--- src/rtl/seg_pkg.sv ---
// seg_pkg: shared definitions for the seven-segment receive path.
//   - SEG_0..SEG_9, SEG_BLANK : active-low patterns, bit0=a .. bit6=g
//   - state_t                 : seg_scan_decoder FSM states
//   - DIGIT_W                 : BCD digit width
package seg_pkg;

    localparam int DIGIT_W = 4;

    localparam logic [6:0] SEG_0     = 7'b1000000;
    localparam logic [6:0] SEG_1     = 7'b1111001;
    localparam logic [6:0] SEG_2     = 7'b0100100;
    localparam logic [6:0] SEG_3     = 7'b0110000;
    localparam logic [6:0] SEG_4     = 7'b0011001;
    localparam logic [6:0] SEG_5     = 7'b0010010;
    localparam logic [6:0] SEG_6     = 7'b0000010;
    localparam logic [6:0] SEG_7     = 7'b1111000;
    localparam logic [6:0] SEG_8     = 7'b0000000;
    localparam logic [6:0] SEG_9     = 7'b0010000;
    localparam logic [6:0] SEG_BLANK = 7'b1111111;

    typedef enum logic [2:0] {
        IDLE,
        COLLECT,
        MAC1,
        MAC2,
        MAC3,
        PUBLISH
    } state_t;

endpackage

--- src/rtl/seg7_to_bcd.sv ---
// seg7_to_bcd: combinational active-low 7-segment pattern -> BCD decoder.
//   seg      : pattern, bit0=a .. bit6=g, active-low
//   legal    : pattern is a digit 0..9 or blank
//   is_blank : pattern is all segments off (decodes as 0)
//   bcd      : decoded digit (0 for blank or illegal)
module seg7_to_bcd
    import seg_pkg::*;
(
    input  logic [6:0]         seg,
    output logic               legal,
    output logic               is_blank,
    output logic [DIGIT_W-1:0] bcd
);

    always_comb begin
        legal    = 1'b1;
        is_blank = 1'b0;
        bcd      = '0;
        case (seg)
            SEG_0:     bcd = 4'd0;
            SEG_1:     bcd = 4'd1;
            SEG_2:     bcd = 4'd2;
            SEG_3:     bcd = 4'd3;
            SEG_4:     bcd = 4'd4;
            SEG_5:     bcd = 4'd5;
            SEG_6:     bcd = 4'd6;
            SEG_7:     bcd = 4'd7;
            SEG_8:     bcd = 4'd8;
            SEG_9:     bcd = 4'd9;
            SEG_BLANK: is_blank = 1'b1;
            default:   legal = 1'b0;
        endcase
    end

endmodule

--- src/rtl/seg_scan_decoder.sv ---
// seg_scan_decoder: rebuilds a 4-digit decimal number from a multiplexed,
// active-low 7-segment stream (pos 3 first) and publishes it once it has
// been seen in STABLE_FRAMES consecutive identical frames.
//   CLOCK_50    : clock
//   reset       : synchronous, active-high
//   seg_in      : active-low pattern, bit0=a .. bit6=g
//   seg_pos     : digit index, 3 = most significant
//   seg_valid   : seg_in/seg_pos presented; transfer = seg_valid & seg_ready
//   seg_ready   : digit accepted this cycle (IDLE/COLLECT only)
//   value       : last published binary value (0..9999)
//   digits      : last published BCD digits, [15:12] = pos 3
//   value_valid : one-cycle pulse when value/digits update
//   err         : one-cycle pulse on a rejected frame
module seg_scan_decoder
    import seg_pkg::*;
#(
    parameter int STABLE_FRAMES = 2
) (
    input  logic        CLOCK_50,
    input  logic        reset,
    input  logic [6:0]  seg_in,
    input  logic [1:0]  seg_pos,
    input  logic        seg_valid,
    output logic        seg_ready,
    output logic [13:0] value,
    output logic [15:0] digits,
    output logic        value_valid,
    output logic        err
);

    localparam int             CNT_W = 4;
    localparam logic [CNT_W-1:0] SF  = CNT_W'(STABLE_FRAMES);

    state_t                    state, state_nxt;
    logic [1:0]                exp_pos;
    logic [3:0][DIGIT_W-1:0]   dig;
    logic                      lead_blank;   // every digit taken so far in this frame was blank
    logic [13:0]               acc, acc_step, last_frame;
    logic [CNT_W-1:0]          match_cnt, cnt_nxt;
    logic [DIGIT_W-1:0]        mac_digit;

    logic                      pat_legal, pat_blank;
    logic [DIGIT_W-1:0]        pat_bcd;
    logic                      xfer, digit_ok;
    logic                      start, take, err_nxt;
    logic                      frame_match, pub;

    seg7_to_bcd u_dec (
        .seg      (seg_in),
        .legal    (pat_legal),
        .is_blank (pat_blank),
        .bcd      (pat_bcd)
    );

    assign seg_ready = ~reset & ((state == IDLE) | (state == COLLECT));
    assign xfer      = seg_valid & seg_ready;
    // Blank stands for a leading zero only: fine at pos 3, otherwise only
    // while all higher digits of the frame were blank too.
    assign digit_ok  = pat_legal & (~pat_blank | (seg_pos == 2'd3) | lead_blank);

    // acc*10 + digit as (acc<<3) + (acc<<1); acc <= 999 before each step.
    always_comb begin
        case (state)
            MAC1:    mac_digit = dig[2];
            MAC2:    mac_digit = dig[1];
            default: mac_digit = dig[0];
        endcase
    end
    assign acc_step = {acc[10:0], 3'b000} + {acc[12:0], 1'b0} + 14'(mac_digit);

    // Stability is resolved on the MAC3 -> PUBLISH edge so that value,
    // digits and value_valid all become visible in the PUBLISH cycle.
    always_comb begin
        frame_match = (acc_step == last_frame);
        if (!frame_match)
            cnt_nxt = CNT_W'(1);
        else if (match_cnt == SF)
            cnt_nxt = SF;
        else
            cnt_nxt = match_cnt + CNT_W'(1);
        pub = (cnt_nxt == SF) && !(frame_match && (match_cnt == SF));
    end

    always_ff @(posedge CLOCK_50) begin
        if (reset) state <= IDLE;
        else       state <= state_nxt;
    end

    always_comb begin
        state_nxt = state;
        start     = 1'b0;
        take      = 1'b0;
        err_nxt   = 1'b0;
        case (state)
            IDLE: begin
                if (xfer) begin
                    if (digit_ok && seg_pos == 2'd3) begin
                        start     = 1'b1;
                        state_nxt = COLLECT;
                    end else begin
                        err_nxt = 1'b1;
                    end
                end
            end
            COLLECT: begin
                if (xfer) begin
                    if (!digit_ok) begin
                        err_nxt   = 1'b1;
                        state_nxt = IDLE;
                    end else if (seg_pos == exp_pos) begin
                        take = 1'b1;
                        if (seg_pos == 2'd0) state_nxt = MAC1;
                    end else if (seg_pos == 2'd3) begin
                        // new frame start: abandon the partial one
                        err_nxt = 1'b1;
                        start   = 1'b1;
                    end else begin
                        err_nxt   = 1'b1;
                        state_nxt = IDLE;
                    end
                end
            end
            MAC1:    state_nxt = MAC2;
            MAC2:    state_nxt = MAC3;
            MAC3:    state_nxt = PUBLISH;
            PUBLISH: state_nxt = IDLE;
            default: state_nxt = IDLE;
        endcase
    end

    always_ff @(posedge CLOCK_50) begin
        if (reset) begin
            exp_pos     <= 2'd2;
            dig         <= '0;
            lead_blank  <= 1'b0;
            acc         <= '0;
            last_frame  <= '0;
            match_cnt   <= '0;
            value       <= '0;
            digits      <= '0;
            value_valid <= 1'b0;
            err         <= 1'b0;
        end else begin
            err         <= err_nxt;
            value_valid <= 1'b0;
            if (start) begin
                dig[3]     <= pat_bcd;
                acc        <= 14'(pat_bcd);
                exp_pos    <= 2'd2;
                lead_blank <= pat_blank;
            end
            if (take) begin
                dig[seg_pos] <= pat_bcd;
                exp_pos      <= exp_pos - 2'd1;
                lead_blank   <= lead_blank & pat_blank;
            end
            if (state == MAC1 || state == MAC2 || state == MAC3)
                acc <= acc_step;
            if (state == MAC3) begin
                last_frame <= acc_step;
                match_cnt  <= cnt_nxt;
                if (pub) begin
                    value       <= acc_step;
                    digits      <= dig;
                    value_valid <= 1'b1;
                end
            end
        end
    end

endmodule

--- config.mk ---
export PLATFORM = sky130hd
export DESIGN_NAME = seg_scan_decoder
export DESIGN_NICKNAME = d
export VERILOG_FILES = /design/src/rtl/seg_pkg.sv /design/src/rtl/seg7_to_bcd.sv /design/src/rtl/seg_scan_decoder.sv
export SDC_FILE = /design/constraint.sdc
export NUM_CORES = 1
export LEC_CHECK = 0
export ABC_CLOCK_PERIOD_IN_PS = 10400
export CAP_MARGIN = 15
export CORE_ASPECT_RATIO = 0.5
export CORE_MARGIN = 2
export CORE_UTILIZATION = 43
export DETAILED_ROUTE_END_ITERATION = 10
export GPL_TIMING_DRIVEN = 1
export SLEW_MARGIN = 20
export SYNTH_ARGS = -nofsm -noshare
export SYNTH_HDL_FRONTEND = slang
export SYNTH_HIERARCHICAL = 1
export SYNTH_SLANG_ARGS = --single-unit
--- constraint.sdc ---
create_clock -name CLOCK_50 -period 10.4 [get_ports CLOCK_50]
set_input_delay 2.6 -clock CLOCK_50 [delete_from_list [all_inputs] [get_ports CLOCK_50]]
set_output_delay 2.6 -clock CLOCK_50 [all_outputs]
set_load 0.005 [all_outputs]
==> flow_metrics.env, run 1 <==
export IMPL_grt_pass1_vias=3345
export IMPL_hpwl_mm=6.93
export IMPL_cts_inserted_buffers=9
export IMPL_synth_seq_area_share_pct=38.2
export IMPL_fin_crit_ns=6.65
export IMPL_cp_num_buf_inv=3
export IMPL_cts_root_buf="clkbuf_16"
export IMPL_cap_viol_max_count=0
export IMPL_setup_tns_ns=0
export IMPL_clockBufferDepth=2
export IMPL_cp_depth=4
export IMPL_drt_initial_drc_count=158
export IMPL_grt_overflow_total=0
export IMPL_drive_above_1_share_pct=4.78
export IMPL_cp_start_kind="input port"
export IMPL_cts_resized=0
export IMPL_io_buffers=44
export IMPL_cp_required_ns=7.80
export IMPL_routed_wl_mm=9.84
export IMPL_syn_avg_cell_area_um2=8.51
export IMPL_layout_area_overhead_vs_synth_pct=18.2
export IMPL_p_leak_nw=2.00
export IMPL_synth_edf_count=0
export IMPL_yosysUniqueCellTypes=52
export IMPL_finalSetupViolCount=0
export IMPL_async_reset_ff_share_pct=0
export IMPL_cts_sinks=85
export IMPL_p_sw_share_pct=23.1
export IMPL_antenna_cells=0
export IMPL_synth_top_area_share_pct=38.2
export IMPL_synth_flop_cell="dfxtp_1"
export IMPL_ys_seq_elements=85
export IMPL_wl_met1_mm=5.11
export IMPL_p_total_mw=0.655
export IMPL_p_clk_share_pct=47.0
export IMPL_ioPinCount=45
export IMPL_cts_tree="yes"
export IMPL_synth_area_leaders="dfxtp_1 (38%), mux2i_1 (10%), ha_1 (6.7%), nor2_1 (6.2%), a21oi_1 (5.6%)"
export IMPL_worstPathMaxFanout=85
export IMPL_top_layer_used="met4"
export IMPL_synthCells=524
export IMPL_wl_per_cell_um=14.0
export IMPL_die_x_um=148
export IMPL_worst_path_largest_cell_delay_ns=0.58
export IMPL_met3_length_um=325
export IMPL_worstMarginPinSlew_ns=0.887
export IMPL_power_frac_seq_pct=49.9
export IMPL_placed_cells=689
export IMPL_hold_buffers=0
export IMPL_drc=0
export IMPL_setup_ws_ns=3.75
export IMPL_first_pass_iters=4
export IMPL_vdd_drop_max_uv=67.0
export IMPL_switching_power_mw=0.151
export IMPL_period_share_pct=64.0
export IMPL_coreArea_um2=10100
export IMPL_p_int_mw=0.504
export IMPL_r2r_cells=15
export IMPL_die_area_um2=11300
export IMPL_hold_depth=2
export IMPL_die_y_um=76.0
export IMPL_layout_nets=598
export IMPL_synth_top_cell_by_area="dfxtp_1"
export IMPL_vias=3629
export IMPL_cts_setup_buffers=0
export IMPL_achievable_frequency_ghz=0.150
export IMPL_initial_core_util_pct=43.9
export IMPL_num_rows=26
export IMPL_via_per_inst=5.15
export IMPL_hold_path_class="reg -> reg"
export IMPL_ant_nets=0
export IMPL_clk_pin_slew_ns=0.06
export IMPL_final_cells=705
export IMPL_ys_warn_count=6
export IMPL_path_delay_family="buffers and inverters"
export IMPL_path_class="in -> out"
export IMPL_grt_antenna_before_repair=0
export IMPL_skew_ns=0.00510
export IMPL_wl_met2_mm=4.31
export IMPL_rsz0062_at_grt="false"
export IMPL_grt_pass1_wl_mm=16.5
export IMPL_clk_latency_ns=0.34
export IMPL_synth_fp_nets=562
export IMPL_slew_headroom_pct=40.9
export IMPL_gp_congestion=0.861
export IMPL_preCtsSetupSlack_ns=3.72
export IMPL_status="complete, no violations"
export IMPL_crit_chain="buf_2, buf_4, nor3_1, clkdlybuf4s50_1"
export IMPL_powerDensity_nw_per_um2=124
export IMPL_endpoint_kind="output pin"
export IMPL_hold_viol_final=0
export IMPL_slew_viol_final=0
export IMPL_htree_num_levels=3
export IMPL_track_usage_pct=18.2
export IMPL_grt_max_degree=86
export IMPL_whs_ns=0.461
export IMPL_arrival_ns=4.05
export IMPL_slowest_stage="clkdlybuf4s50_1"
export IMPL_netlist_area_um2=4460
export IMPL_power_frac_comb_pct=3.1
-- cell usage in the layout (no fill, tap or decap), types with 11 or more instances in the layout --
master / instances
xor2_1: 16
nand2_1: 61
xnor2_1: 11
a21oi_1: 50
inv_1: 11
nor2_1: 73
dfxtp_1: 85
mux2i_1: 46
clkdlybuf4s50_1: 43
nor3_1: 13
nand3_1: 22
ha_1: 24
-- cell families (layout without fill, tap and decap cells) --
| logic type | after synthesis | in the layout | share of synthesized area [%] |
|---|---|---|---|
| buffers and inverters | 35 | 76 | 3.68 |
| AOI/OAI and AO/OA | 91 | 91 | 12.4 |
| and+or+nand+nor | 213 | 213 | 22.0 |
| muxes | 46 | 46 | 10.3 |
| DFF | 85 | 85 | 38.2 |
| xor gates and xnor gates | 28 | 28 | 5.81 |
| adders and majority gates | 26 | 26 | 7.63 |
-- synth_stat cells (all sizes together), types with 2 or more instances --
| master | n |
|---|---|
| inv | 11 |
| nor2b | 7 |
| a21o | 3 |
| a31oi | 4 |
| o21ai | 11 |
| nor3 | 13 |
| and2 | 6 |
| ha | 24 |
| a211oi | 4 |
| nand3b | 2 |
| xnor2 | 11 |
| mux2i | 46 |
| nor4 | 4 |
| dfxtp | 85 |
| or2 | 3 |
| nand2b | 8 |
| buf | 7 |
| fa | 2 |
| nand2 | 61 |
| and3 | 6 |
| or4 | 2 |
| clkbuf | 17 |
| xor2 | 16 |
| nand3 | 22 |
| o41ai | 3 |
| nor2 | 74 |
| a311oi | 3 |
| a22oi | 2 |
| a21oi | 50 |
-- metrics by stage --
step	utilization [%]	instance area, um^2
2_1_floorplan	-	4460
4_1_cts	51.9	5270
3_3_place_gp	49.1	4980
3_5_place_dp	49.1	4980
5_1_grt	51.9	5270
6_report	51.9	5270
-- cell type report --
cell class	count	area, um^2
clock buffers	10	239
clock inverters	6	46.3
fillers	984	4880
inverters	11	41.3
multi-input cells	404	2600
flip-flops and latches	85	1700
well taps	140	175
repair buffers	49	473
-- power groups by stage --
stage,combinational [mW],sequential [mW],clock [mW]
2_1_floorplan,0.0120,0.334,0
3_3_place_gp,0.0206,0.334,0
3_5_place_dp,0.0206,0.334,0
4_1_cts,0.0206,0.327,0.313
5_1_grt,0.0225,0.327,0.329
6_report,0.0206,0.327,0.308
-- tightest hold or removal path, stage by stage, from the launching register on --
cell     delay, ns
dfxtp_1       0.31
nand2_1       0.05
a21oi_1       0.05
-- final timing paths --
| kind | startpoint | end | slack, ns |
|---|---|---|---|
| max | reset | seg_ready | 3.75 |
| min | last_frame[9] | last_frame[9] | 0.46 |
| max reg2reg | state[0] | digits[5] | 5.28 |
| min reg2reg | last_frame[9] | last_frame[9] | 0.46 |
-- routing by layer --
metal | global-route usage (%) | vias to the layer above
li1 | - | 1901
met1 | 24.9 | 1668
met2 | 28.8 | 50
met3 | 4.91 | 10
met4 | 4.00 | 0
met5 | 0 | -
Note: power is estimated with default switching activity, not from simulation.
==> inputs of run 2 (changes only) <==
ABC_CLOCK_PERIOD_IN_PS = 5710   (was 10400)
PLACE_DENSITY = 0.65   (was not set)
clock period = 5.71 ns   (was 10.4 ns; I/O delays follow)
==> run 2 against run 1 <==
  * Clock skew is 0.0056 ns higher
  * Global-route usage is 0.16 points higher
  * Hold slack better by 0.0058 ns
  * Die area stayed put
  * Total power is 88% higher
  * Setup slack worse by 3.0 ns
  * Critical endpoint is now digits[9]
  * Highest routed layer unchanged
==> flow_metrics.env, run 2 (synthesis results as in run 1) <==
export IMPL_status="complete, no violations"
export IMPL_via_per_inst=5.23
export IMPL_ant_nets=0
export IMPL_hold_buffers=0
export IMPL_fin_crit_ns=4.99
export IMPL_io_buffers=44
export IMPL_num_rows=26
export IMPL_die_x_um=148
export IMPL_initial_core_util_pct=43.9
export IMPL_achievable_frequency_ghz=0.200
export IMPL_path_class="reg -> reg"
export IMPL_min_delay_start="last_frame[0]"
export IMPL_slew_viol_final=0
export IMPL_cts_tree="yes"
export IMPL_vias=3681
export IMPL_postLayoutCoreUtil_pct=52.1
export IMPL_place_area_um2=4980
export IMPL_cts_inserted_buffers=9
export IMPL_cts_resized=0
export IMPL_grt_antenna_before_repair=0
export IMPL_rsz0062_at_grt="false"
export IMPL_ioPinCount=45
export IMPL_hold_viol_final=0
export IMPL_worstMarginPinSlew_ns=1.28
export IMPL_routed_wl_mm=9.89
export IMPL_skew_ns=0.0107
export IMPL_worst_path_largest_cell_delay_ns=0.60
export IMPL_r2r_cells=15
export IMPL_first_pass_iters=4
export IMPL_clk_pin_slew_ns=0.06
export IMPL_die_area_um2=11300
export IMPL_r2r_end="digits[9]"
export IMPL_layout_nets=597
export IMPL_clk_latency_ns=0.34
export IMPL_setup_ws_ns=0.719
export IMPL_p_leak_nw=2.01
export IMPL_antenna_cells=0
export IMPL_period_share_pct=87.4
export IMPL_slew_headroom_pct=13.7
export IMPL_grt_max_degree=85
export IMPL_grt_overflow_total=0
export IMPL_cap_viol_max_count=0
export IMPL_final_cells=704
export IMPL_slowest_stage="dfxtp_1"
export IMPL_hold_path_class="reg -> reg"
export IMPL_crit_chain="mux2i_1, nor2_1, a21oi_1, fa_1, fa_1, nor2b_1, o22ai_2, xnor2_1, xor2_1, or4_1, or4_4, nor4_4, buf_4, mux2i_1, nor2_1"
export IMPL_final_cell_mix="dfxtp_1 (85), nor2_1 (73), nand2_1 (61), a21oi_1 (50), mux2i_1 (46)"
export IMPL_hold_depth=2
export IMPL_layout_area_overhead_vs_synth_pct=18.6
export IMPL_arrival_ns=5.20
export IMPL_cts_setup_buffers=0
export IMPL_endpoint_kind="flip-flop"
export IMPL_grt_pass1_wl_mm=16.9
export IMPL_placed_cells=688
export IMPL_cts_sinks=85
export IMPL_cts_root_buf="clkbuf_16"
export IMPL_drt_initial_drc_count=226
export IMPL_drc=0
export IMPL_worstPathMaxFanout=32
export IMPL_setup_tns_ns=0
export IMPL_vdd_drop_max_uv=136
export IMPL_drive_above_1_share_pct=4.61
export IMPL_gp_congestion=0.847
export IMPL_r2r_start="state[0]"
export IMPL_die_y_um=76.0
export IMPL_final_area_um2=5290
export IMPL_ff2ff_setup_slack_ns=0.72
export IMPL_whs_ns=0.467
export IMPL_grt_pass1_vias=3534
export IMPL_track_usage_pct=18.3
export IMPL_htree_num_levels=3
export IMPL_preCtsSetupSlack_ns=0.737
export IMPL_mostFrequentLayoutCell="dfxtp_1"
export IMPL_powerDensity_nw_per_um2=233
export IMPL_finalSetupViolCount=0
export IMPL_clockBufferDepth=2
export IMPL_hold_path_endpoint="last_frame[0]"
export IMPL_hpwl_mm=7.03
export IMPL_coreArea_um2=10100
export IMPL_cp_required_ns=5.91
export IMPL_wl_per_cell_um=14.1
export IMPL_cp_start_kind="flip-flop"
export IMPL_p_total_mw=1.23
## run 2: worst max-delay path by stage
stage / startpoint / to / slack, ns / cells after the start
CTS: state[0] / value[12] / 0.70 / 15
detailed placement: state[0] / digits[9] / 0.74 / 15
floorplan: state[0] / value[8] / 1.25 / 16
finish: state[0] / digits[9] / 0.72 / 15
global placement: state[0] / digits[11] / 0.86 / 15
global route: state[0] / digits[2] / 0.36 / 15
## run 2: power breakdown
part / switching [mW] / internal [mW] / leakage, nW / total (mW)
logic: 0.0230 / 0.0141 / 1.17 / 0.0371
registers: 0.00143 / 0.594 / 0.685 / 0.595
clock network: 0.245 / 0.354 / 0.149 / 0.599
total: 0.270 / 0.962 / 2.01 / 1.23
## run 2: layout make-up
class	instances	area [um^2]
clock buffers	10	239
clock inverters	6	68.8
fillers	966	4860
inverters	11	41.3
multi-input cells	404	2600
flip-flops and latches	85	1700
well taps	140	175
repair buffers	48	465
## run 2: critical path: cells and delay by family, from the launching register on
| kind | cells | cell delay, ns |
|---|---|---|
| flip-flops | 1 | 0.60 |
| adder cells (fa/ha/maj) | 2 | 0.97 |
| XOR/XNOR | 2 | 0.46 |
| AND/OR/NAND/NOR | 6 | 1.50 |
| AO/OA/AOI/OAI | 2 | 0.30 |
| buffers and inverters | 1 | 0.48 |
| multiplexers | 2 | 0.51 |
## run 2: metal layers
metal / vias to the layer above / track usage, % / routed length, um / share of wire (%)
met2: 76 / 29.4 / 4400 / 44
met4: 0 / 4.48 / 131 / 1.3
met5: - / 0 / 0 / 0
met1: 1702 / 24.4 / 5050 / 51
li1: 1893 / - / - / -
met3: 10 / 5.33 / 318 / 3.2
==> inputs of run 3 (changes only) <==
ABC_CLOCK_PERIOD_IN_PS = 4400   (was 5710)
clock period = 4.4 ns   (was 5.71 ns; I/O delays follow)
==> run 3 against run 2 <==
  * Maximum frequency is 19% higher
  * Sequential cell count stayed put
  * Critical path type unchanged
  * Global-route usage is 1.1 points higher
  * Via count is 2.3% higher
  * Wire length is 5.6% higher
  * Largest cell class unchanged
  * Hold slack worse by 0.0028 ns
  * Count of clock-buffer cells in the layout stayed put
  * Highest routed layer unchanged
  * Register-to-register slack worse by 0.50 ns
  * Combinational power is 31% higher
  * Largest power group unchanged
==> flow_metrics.env, run 3 (synthesis results as in run 1) <==
export IMPL_status="complete, no violations"
export IMPL_finalSetupViolCount=0
export IMPL_grt_pass1_vias=3597
export IMPL_clk_pin_slew_ns=0.07
export IMPL_cap_viol_max_count=0
export IMPL_cp_start_kind="flip-flop"
export IMPL_num_rows=26
export IMPL_htree_num_levels=3
export IMPL_die_area_um2=11300
export IMPL_cts_inserted_buffers=9
export IMPL_grt_pass1_wl_mm=17.6
export IMPL_cp_required_ns=4.61
export IMPL_grt_overflow_total=0
export IMPL_period_share_pct=95.1
export IMPL_routed_wl_mm=10.5
export IMPL_ioPinCount=45
export IMPL_p_sw_share_pct=22.6
export IMPL_power_frac_comb_pct=3.0
export IMPL_hold_viol_final=0
export IMPL_first_pass_iters=5
export IMPL_die_y_um=76.0
export IMPL_preCtsSetupSlack_ns=-0.00465
export IMPL_cts_tree="yes"
export IMPL_postLayoutCoreUtil_pct=55.2
export IMPL_final_cells=726
export IMPL_r2r_end="digits[2]"
export IMPL_die_x_um=148
export IMPL_clockBufferDepth=2
export IMPL_vdd_drop_max_uv=207
export IMPL_powerDensity_nw_per_um2=289
export IMPL_track_usage_pct=19.4
export IMPL_worstMarginPinSlew_ns=0.871
export IMPL_via_per_inst=5.19
export IMPL_cts_root_buf="clkbuf_16"
export IMPL_mostFrequentLayoutCell="dfxtp_1"
export IMPL_wl_per_cell_um=14.4
export IMPL_coreArea_um2=10100
export IMPL_endpoint_kind="flip-flop"
export IMPL_placed_cells=702
export IMPL_final_cell_mix="dfxtp_1 (84), nor2_1 (73), nand2_1 (61), a21oi_1 (46), mux2i_1 (45)"
export IMPL_p_leak_nw=2.19
export IMPL_switching_power_mw=0.366
export IMPL_worstSetupStartpoint="state[0]"
export IMPL_path_class="reg -> reg"
export IMPL_cp_endpoint="digits[2]"
export IMPL_ff2ff_setup_slack_ns=0.21
export IMPL_r2r_cells=16
export IMPL_grt_max_degree=85
export IMPL_hold_buffers=0
export IMPL_layout_nets=619
export IMPL_achievable_frequency_ghz=0.239
export IMPL_clk_latency_ns=0.35
export IMPL_layout_area_overhead_vs_synth_pct=25.6
export IMPL_p_clk_share_pct=49.4
export IMPL_setup_tns_ns=0
export IMPL_worstPathMaxFanout=7
export IMPL_grt_antenna_before_repair=0
export IMPL_whs_ns=0.464
export IMPL_vias=3766
export IMPL_slew_viol_final=0
export IMPL_slew_headroom_pct=41.9
export IMPL_ant_nets=0
export IMPL_antenna_cells=0
export IMPL_power_frac_seq_pct=47.6
export IMPL_hold_path_class="reg -> reg"
export IMPL_io_buffers=44
export IMPL_drc=0
export IMPL_cts_sinks=85
export IMPL_final_area_um2=5600
export IMPL_arrival_ns=4.39
export IMPL_place_area_um2=5090
export IMPL_r2r_start="state[0]"
export IMPL_skew_ns=0.00682
export IMPL_min_delay_start="last_frame[9]"
export IMPL_p_int_mw=1.26
export IMPL_fin_crit_ns=4.19
export IMPL_drt_initial_drc_count=248
export IMPL_initial_core_util_pct=43.9
export IMPL_hpwl_mm=6.99
export IMPL_drive_above_1_share_pct=10.4
export IMPL_setup_ws_ns=0.214
export IMPL_gp_congestion=0.839
export IMPL_p_total_mw=1.62
[run 3: cell types whose count changed in the layout (fill, tap and decap cells not counted), sizes merged]
cell | previous run | this run
buf | 5 | 25
bufbuf | 0 | 2
clkinv | 2 | 1
clkinvlp | 1 | 0
inv | 13 | 15
[run 3: power by group through the flow]
stage | logic [mW] | clock network (mW) | registers, mW
3_3_place_gp | 0.0490 | 0 | 0.790
5_1_grt | 0.0544 | 0.850 | 0.772
4_1_cts | 0.0492 | 0.815 | 0.772
6_report | 0.0487 | 0.800 | 0.772
3_5_place_dp | 0.0491 | 0 | 0.790
2_1_floorplan | 0.0283 | 0 | 0.790
[run 3: final cells by class]
type,instances,area (um^2)
timing repair buffer,70,706
multi-input combinational,404,2660
inverter,11,41.3
clock buffer,10,239
clock inverter,6,76.3
tap,140,175
fill,943,4550
sequential,85,1710
[run 3: repair_timing]
item,CTS,global route
setup endpoints to repair,28,31
setup buffers,3,3
pin swaps,3,5
gates resized for setup,11,7
gates cloned,2,0
[run 3: worst min-delay path by stage]
stage	cells after the start	to
floorplan	2	last_frame[9]
global placement	2	last_frame[9]
detailed placement	2	last_frame[9]
CTS	2	last_frame[9]
global route	2	last_frame[1]
finish	2	last_frame[9]
[run 3: per-layer routing]
layer / GRT usage, % / vias to the layer above / routed length [um]
li1: - / 1936 / -
met3: 5.15 / 13 / 460
met4: 5.24 / 0 / 153
met2: 31.1 / 55 / 4730
met1: 25.7 / 1762 / 5110
met5: 4.09 / - / 0
[run 3: critical path, stage by stage, from the launching register on]
cell and delay [ns]:
dfxtp_4 0.37, mux2i_1 0.18, nor2_1 0.06, a21oi_2 0.12
fa_1 0.47, fa_2 0.40, nor2b_4 0.16, o22ai_2 0.10
xnor2_2 0.16, xor2_1 0.15, or4_1 0.51, or4_4 0.46
nor4_4 0.17, buf_4 0.19, bufbuf_16 0.28, mux2i_2 0.20
nor2_1 0.05
